<file path="src/rtl/mem_arbiter_pkg.sv">
// Shared types and widths for the two-requester memory arbiter.
package mem_arbiter_pkg;

  localparam int unsigned AddrWidth = 32;
  localparam int unsigned DataWidth = 32;
  localparam int unsigned StrbWidth = 4;

  typedef enum logic [1:0] {
    StIdle   = 2'd0,
    StBusyIf = 2'd1,
    StBusyLs = 2'd2
  } state_e;

  typedef enum logic {
    OwnerIfu = 1'b0,
    OwnerLsu = 1'b1
  } owner_e;

endpackage

</file>
<file path="src/rtl/mem_arbiter.sv">
// Arbitrates IFU and LSU onto one memory port with a single outstanding transaction.
// Define ARB_RR_EN for round-robin tie-breaking; otherwise the LSU always wins ties.
module mem_arbiter
  import mem_arbiter_pkg::*;
(
  input  logic                 clk,
  input  logic                 rst,

  input  logic                 ifu_req_valid,
  output logic                 ifu_req_ready,
  input  logic [AddrWidth-1:0] ifu_addr,
  output logic                 ifu_rsp_valid,
  input  logic                 ifu_rsp_ready,
  output logic [DataWidth-1:0] ifu_rdata,

  input  logic                 lsu_req_valid,
  output logic                 lsu_req_ready,
  input  logic [AddrWidth-1:0] lsu_addr,
  input  logic [DataWidth-1:0] lsu_wdata,
  input  logic [StrbWidth-1:0] lsu_wmask,
  output logic                 lsu_rsp_valid,
  input  logic                 lsu_rsp_ready,
  output logic [DataWidth-1:0] lsu_rdata,

  output logic                 mem_req_valid,
  input  logic                 mem_req_ready,
  output logic [AddrWidth-1:0] mem_addr,
  output logic [DataWidth-1:0] mem_wdata,
  output logic [StrbWidth-1:0] mem_wmask,
  input  logic                 mem_rsp_valid,
  output logic                 mem_rsp_ready,
  input  logic [DataWidth-1:0] mem_rdata
);

  state_e state_q, state_d;
  logic   grant_lsu;
  logic   req_accept;

`ifdef ARB_RR_EN
  owner_e last_q, last_d;

  // On a tie the requester that did not win last time gets the port.
  always_comb begin
    if (lsu_req_valid && ifu_req_valid) begin
      grant_lsu = (last_q == OwnerIfu);
    end else begin
      grant_lsu = lsu_req_valid;
    end
  end

  always_comb begin
    last_d = last_q;
    if (req_accept) begin
      last_d = grant_lsu ? OwnerLsu : OwnerIfu;
    end
  end

  always_ff @(posedge clk or posedge rst) begin
    if (rst) begin
      last_q <= OwnerIfu;
    end else begin
      last_q <= last_d;
    end
  end
`else
  assign grant_lsu = lsu_req_valid;
`endif

  always_ff @(posedge clk or posedge rst) begin
    if (rst) begin
      state_q <= StIdle;
    end else begin
      state_q <= state_d;
    end
  end

  // Outputs are forced to their idle, no-request values while rst is high.
  always_comb begin
    state_d       = state_q;
    req_accept    = 1'b0;
    ifu_req_ready = 1'b0;
    lsu_req_ready = 1'b0;
    ifu_rsp_valid = 1'b0;
    lsu_rsp_valid = 1'b0;
    ifu_rdata     = '0;
    lsu_rdata     = '0;
    mem_req_valid = 1'b0;
    mem_addr      = '0;
    mem_wdata     = '0;
    mem_wmask     = '0;
    mem_rsp_ready = 1'b0;

    if (!rst) begin
      unique case (state_q)
        StIdle: begin
          if (grant_lsu) begin
            mem_req_valid = 1'b1;
            mem_addr      = lsu_addr;
            mem_wdata     = lsu_wdata;
            mem_wmask     = lsu_wmask;
            lsu_req_ready = mem_req_ready;
            if (mem_req_ready) begin
              req_accept = 1'b1;
              state_d    = StBusyLs;
            end
          end else if (ifu_req_valid) begin
            mem_req_valid = 1'b1;
            mem_addr      = ifu_addr;
            ifu_req_ready = mem_req_ready;
            if (mem_req_ready) begin
              req_accept = 1'b1;
              state_d    = StBusyIf;
            end
          end
        end

        StBusyIf: begin
          ifu_rsp_valid = mem_rsp_valid;
          ifu_rdata     = mem_rdata;
          mem_rsp_ready = ifu_rsp_ready;
          if (mem_rsp_valid && ifu_rsp_ready) begin
            state_d = StIdle;
          end
        end

        StBusyLs: begin
          lsu_rsp_valid = mem_rsp_valid;
          lsu_rdata     = mem_rdata;
          mem_rsp_ready = lsu_rsp_ready;
          if (mem_rsp_valid && lsu_rsp_ready) begin
            state_d = StIdle;
          end
        end

        default: state_d = StIdle;
      endcase
    end
  end

endmodule

</file>
<file path="config.mk">
export PLATFORM = sky130hd
export DESIGN_NAME = mem_arbiter
export DESIGN_NICKNAME = d
export VERILOG_FILES = /design/src/rtl/mem_arbiter_pkg.sv /design/src/rtl/mem_arbiter.sv
export SDC_FILE = /design/constraint.sdc
export NUM_CORES = 1
export LEC_CHECK = 0
export ABC_AREA = 1
export CORE_AREA = 2 2 107 109
export CTS_CLUSTER_DIAMETER = 100
export DETAILED_ROUTE_END_ITERATION = 8
export DIE_AREA = 0 0 109 111
export MAX_ROUTING_LAYER = met4
export PLACE_DENSITY = 0.69
export SYNTH_ARGS = -nofsm -noshare
export SYNTH_HDL_FRONTEND = slang
export SYNTH_SLANG_ARGS = --single-unit
</file>
<file path="constraint.sdc">
create_clock -name clk -period 1.28 [get_ports clk]
set_clock_uncertainty 0.05 [all_clocks]
set_input_delay 0.192 -clock clk [delete_from_list [all_inputs] [get_ports clk]]
set_output_delay 0.192 -clock clk [all_outputs]
set_load 0.01 [all_outputs]
</file>
==> Word-level counts from Yosys, hierarchy flattened <==
Index checks and enable logic that the tools add are counted.
{ "word_totals": {"reg_bits": 2, "latchBits": 0, "ramBits": 0, "rom_bits": 0, "in_bits": 140, "output_inout_bits": 138, "elab_cells": 50, "mem_count": 0} }
{ "op_classes": {"add_sub_neg": 0, "mul": 0, "n_div": 0, "n_lt_le_gt_ge": 0, "eq_ne": 6, "shift": 0, "mux": 38, "bitwise": 1, "n_reduce_logical": 4} }
{ "ops": {"columns": ["op", "count"], "rows": [
  ["32-bit 2-to-1 mux", 11],
  ["1-bit 2-to-1 mux", 16],
  ["2-bit 2-to-1 mux", 6],
  ["4-bit 2-to-1 mux", 3],
  ["2-bit != test (second input constant)", 3],
  ["2-bit case mux with 3 select lines", 1],
  ["5-bit AND reduction", 1],
  ["3-bit != test (second input constant)", 1],
  ["2-bit by 1-bit == test with 1-bit output (second input constant)", 1],
  ["2-bit == test (second input constant)", 1],
  ["1-bit logical AND", 2],
  ["2-bit zero test", 1],
  ["1-bit case mux with 2 select lines", 1],
  ["1-bit NOT", 1]
]} }

==> Logic depth before layout (Yosys ltp) <==
{ "depth": {"word_depth": 4, "ltp_mapped": 8, "depth_no_buf": 8} }

==> Worst setup path after synthesis <==
Ideal clock, no wire load.
{ "synth_timing": {"kind": "register to output", "from": "register state_q[0]", "to": "output port mem_addr[25]", "arrival_ns": 1.274, "required_time_ns": 1.038, "setup_slack_ns": -0.236, "path_stages_with_launch": 8, "n_path_buf": 1, "cell_sequence": "dfrtp_1 -> inv_1 -> ha_1 -> inv_2 -> nor2_2 -> nand2_2 -> buf_6 -> o21ai_1"} }
{ "synth_between": {"elab_chain_len": 3} }
{ "synth_lines": {"columns": ["item", "line_no", "source"], "rows": [
  ["start, declared", "mem_arbiter.sv:35", "state_e state_q, state_d;"],
  ["start signal, assigned", "mem_arbiter.sv:71", "state_q <= StIdle;"],
  ["start signal, assigned", "mem_arbiter.sv:73", "state_q <= state_d;"],
  ["2-bit zero test", "mem_arbiter.sv:94", "unique case (state_q)"],
  ["32-bit 2-to-1 mux", "mem_arbiter.sv:94", null],
  ["32-bit 2-to-1 mux", "mem_arbiter.sv:93", "if (!rst) begin"],
  ["end, declared", "mem_arbiter.sv:27", "output logic [AddrWidth-1:0] mem_addr,"]
]} }
No other way between the ends.

==> Worst setup path after layout <==
{ "layout_timing": {"from": "register state_q[0]", "to": "output port ifu_rdata[7]"} }
{ "layout_between": {"elab_chain_len": 3} }
{ "layout_lines": {"columns": ["item", "line_no", "source"], "rows": [
  ["2-bit by 1-bit == test with 1-bit output", "mem_arbiter.sv:94", null],
  ["32-bit 2-to-1 mux", "mem_arbiter.sv:94", null],
  ["32-bit 2-to-1 mux", "mem_arbiter.sv:93", null],
  ["end, declared", "mem_arbiter.sv:14", "output logic [DataWidth-1:0] ifu_rdata,"]
]} }
No other way between the ends.

==> impl_metrics.tcl <==
set metrics [dict create \
    final_core_util 0.554 \
    grt_usage 0.184 \
    finalSetupViolCount 140 \
    routed_wirelength_mm 12.4 \
    place.gp.congestion 0.855 \
    ant_nets 0 \
    critical_path.top_delay_family "buffers and inverters" \
    slew_headroom 0.820 \
    largest_reg_flops 2 \
    layout_min_cycle_time_ns 1.85 \
    min_path_type "input port to async pin" \
    crit_path_end_kind "primary output" \
    yosys.cell_types.count 19 \
    die_area_um2 12100 \
    gr-total-overflow 0 \
    synth-warning-count 0 \
    clk_pin_slew_ns 0.03 \
    layout.nets 818 \
    cts_buffers 3 \
    r2r-end "state_q[0]" \
    cp_max_fo 7 \
    cts_buffer_depth 2 \
    drt-initial-drc-count 96 \
    grt_pass1_vias 3384 \
    vias 3420 \
    ff2ff_path_depth 10 \
    worst-path-buf-inv 5 \
    h-tree-depth 1 \
    syn_nets 474 \
    die-width_um 109 \
    maxCapViolations 0 \
    worst_ep_required_time_ns 1.04 \
    clk_latency_ns 0.22 \
    wl_met2_mm 7.05 \
    rr_startpoint "state_q[1]" \
    slowest_delay_ns 0.37 \
    wirelength_met1_mm 4.24 \
    n_fill_cell 1027 \
    top_layer "met4" \
    path_cells "buf_4, ha_4, nand2_8, buf_12, buf_16, buf_4, nor2_2, buf_2" \
    powerDensity_nw_per_um2 1180 \
    fin_tns_setup_ns -64.88 \
    synth-seq-area-share 0.0329 \
    dp_hpwl_mm 7.98 \
    antenna_found_initial 0 \
    wire_per_inst_um 15.2 \
    avgSynthCellArea_um2 4.59 \
    hold_buffers 0 \
    cts_tree "done" \
    arrival_ns 1.61 \
    crit_path_start_kind "flip-flop" \
    slowest_stage "dfrtp_1" \
    drt_pre_antenna_iters 4 \
    grt_pass1_wl_mm 17.0 \
    diodes 0 \
    tightestPinTransition_ns 0.269 \
    r2r_setup_slack_ns -0.24 \
    grt_max_degree 44 \
    met3_length_mm 1.03 \
    multi_input_area_um2 1960 \
    period_share 1.45 \
    cts.sinks 2 \
    synth_seq_cells 2 \
    dieHeight_um 111 \
    outcome "complete, but fails checks" \
    crit_type "flip-flop to primary output" \
    violations "setup timing" \
    drc 0 \
    reg.largest.list "state_q: 2 flops" \
    layout_setup_ws_ns -0.571 \
    regMostFlops "state_q" \
    ir_worst_vdd_uv 631 \
    syn_inst 331 \
    drive_gt1_frac 0.568 \
    register_area_um2 50.0 \
    netlist_area_um2 1520 \
    via_per_inst 4.19 \
    rsz0062_at_grt "yes" \
    num_rows 39 \
    path_common_cell "buf_4" \
    timing.fmax_ghz 0.540 \
    maxSlewViolCount 0 \
    io_pins 278 \
    final_hold_viol_count 0 \
    cts_root_buf "clkbuf_16" \
    area_growth_pct 304 \
    cellLeakagePower_nw 2.83 \
    portBuffers 277 \
    coreArea_um2 11100 \
    start_util 0.137 \
]
per-stage QoR:
| step | instance area (µm²) | instances | hold WS [ns] | power (mW) | worst slack (ns) |
|---|---|---|---|---|---|
| 4_1_cts | 5660 | 795 | 0.205 | 6.37 | -0.576 |
| 2_1_floorplan | 2040 | 331 | 0.242 | 2.23 | -0.133 |
| 6_report | 6140 | 816 | 0.209 | 7.22 | -0.571 |
| 5_1_grt | 6140 | 816 | 0.225 | 7.63 | -0.626 |
| 3_3_place_gp | 5060 | 748 | 0.452 | 4.27 | -0.834 |
| 3_5_place_dp | 5060 | 748 | 0.457 | 4.32 | -0.860 |
cell usage in the layout, fill, tap and decap left out, types with 2 or more instances in the layout:
master           instances
buf_12                  21
buf_16                  10
buf_2                   74
buf_4                   34
buf_6                   85
clkbuf_16                5
clkdlybuf4s50_1        137
dfrtp_1                  2
dlygate4sd2_1            2
ha_4                     3
inv_1                   35
inv_2                    3
nand2_1                 74
nand2_2                  3
nand2_8                  3
nand3_1                 34
nand3_2                  2
nor2_1                   3
nor2_2                  33
nor2_4                  70
o21ai_1                  3
o21ai_2                 30
worst max-delay path by stage:
stage                     from       endpoint  cells past startpoint
global placement           rst   mem_wdata[7]                      7
CTS                 state_q[1]   mem_wdata[7]                      8
floorplan           state_q[1]   mem_addr[22]                      7
finish              state_q[0]   ifu_rdata[7]                      8
detailed placement         rst   mem_addr[18]                      6
global route        state_q[0]  mem_wdata[24]                      8
area by class of cell:
class / count / share of cell area
timing repair buffer: 365 / 0.606
multi-input combinational: 263 / 0.319
tap: 143 / 0.0291
inverter: 40 / 0.0257
clock buffer: 3 / 0.0122
sequential: 2 / 0.00815
logic make-up (layout without fill, tap and decap cells):
kind of cell / count (synthesis) / after routing / share of synthesized area
buffers and inverters: 66 / 408 / 0.208
adder cells (fa/ha/maj): 3 / 3 / 0.0247
AO/OA/AOI/OAI: 35 / 35 / 0.139
AND/OR/NAND/NOR: 225 / 225 / 0.596
flip-flops: 2 / 2 / 0.0330
power by group:
group | internal (mW) | total, mW | switching, mW | leakage, nW
clock | 0.397 | 0.469 | 0.0720 | 0.0370
sequential | 0.0950 | 0.122 | 0.0266 | 0.0259
combinational | 3.69 | 6.63 | 2.93 | 2.76
total | 4.18 | 7.22 | 3.03 | 2.83
per-layer routing:
| layer | track usage | up-vias |
|---|---|---|
| met4 | 0.0342 | 0 |
| met5 | - | - |
| met2 | 0.356 | 160 |
| met3 | 0.0317 | 6 |
| met1 | 0.191 | 1556 |
| li1 | - | 1698 |
cell usage after synthesis, drive strengths merged:
| master | instances | area share |
|---|---|---|
| nor3 | 2 | 0.0099 |
| a21oi | 1 | 0.0033 |
| a21boi | 1 | 0.0049 |
| nand2 | 81 | 0.20 |
| nor2 | 106 | 0.26 |
| ha | 3 | 0.025 |
| nand3 | 36 | 0.12 |
| o21ai | 33 | 0.13 |
| inv | 40 | 0.099 |
| dfrtp | 2 | 0.033 |
| buf | 26 | 0.11 |
worst register-to-register path: stages (launching register included):
cell	delay, ns
dfrtp_1	0.39
buf_6	0.13
ha_4	0.18
buf_6	0.11
buf_6	0.10
nand2_1	0.06
nand2_1	0.08
nor2_4	0.15
nand2_2	0.07
nand2_1	0.06
nand2_1	0.04
what timing repair did:
| item | 4_1_cts | 5_1_grt |
|---|---|---|
| cloned | 9 | 2 |
| pin swaps | 6 | 9 |
| buffers inserted | 35 | 20 |
| resized for setup | 579 | 161 |
| setup endpoints to repair | 140 | 140 |
(Power assumes the default switching activity.)
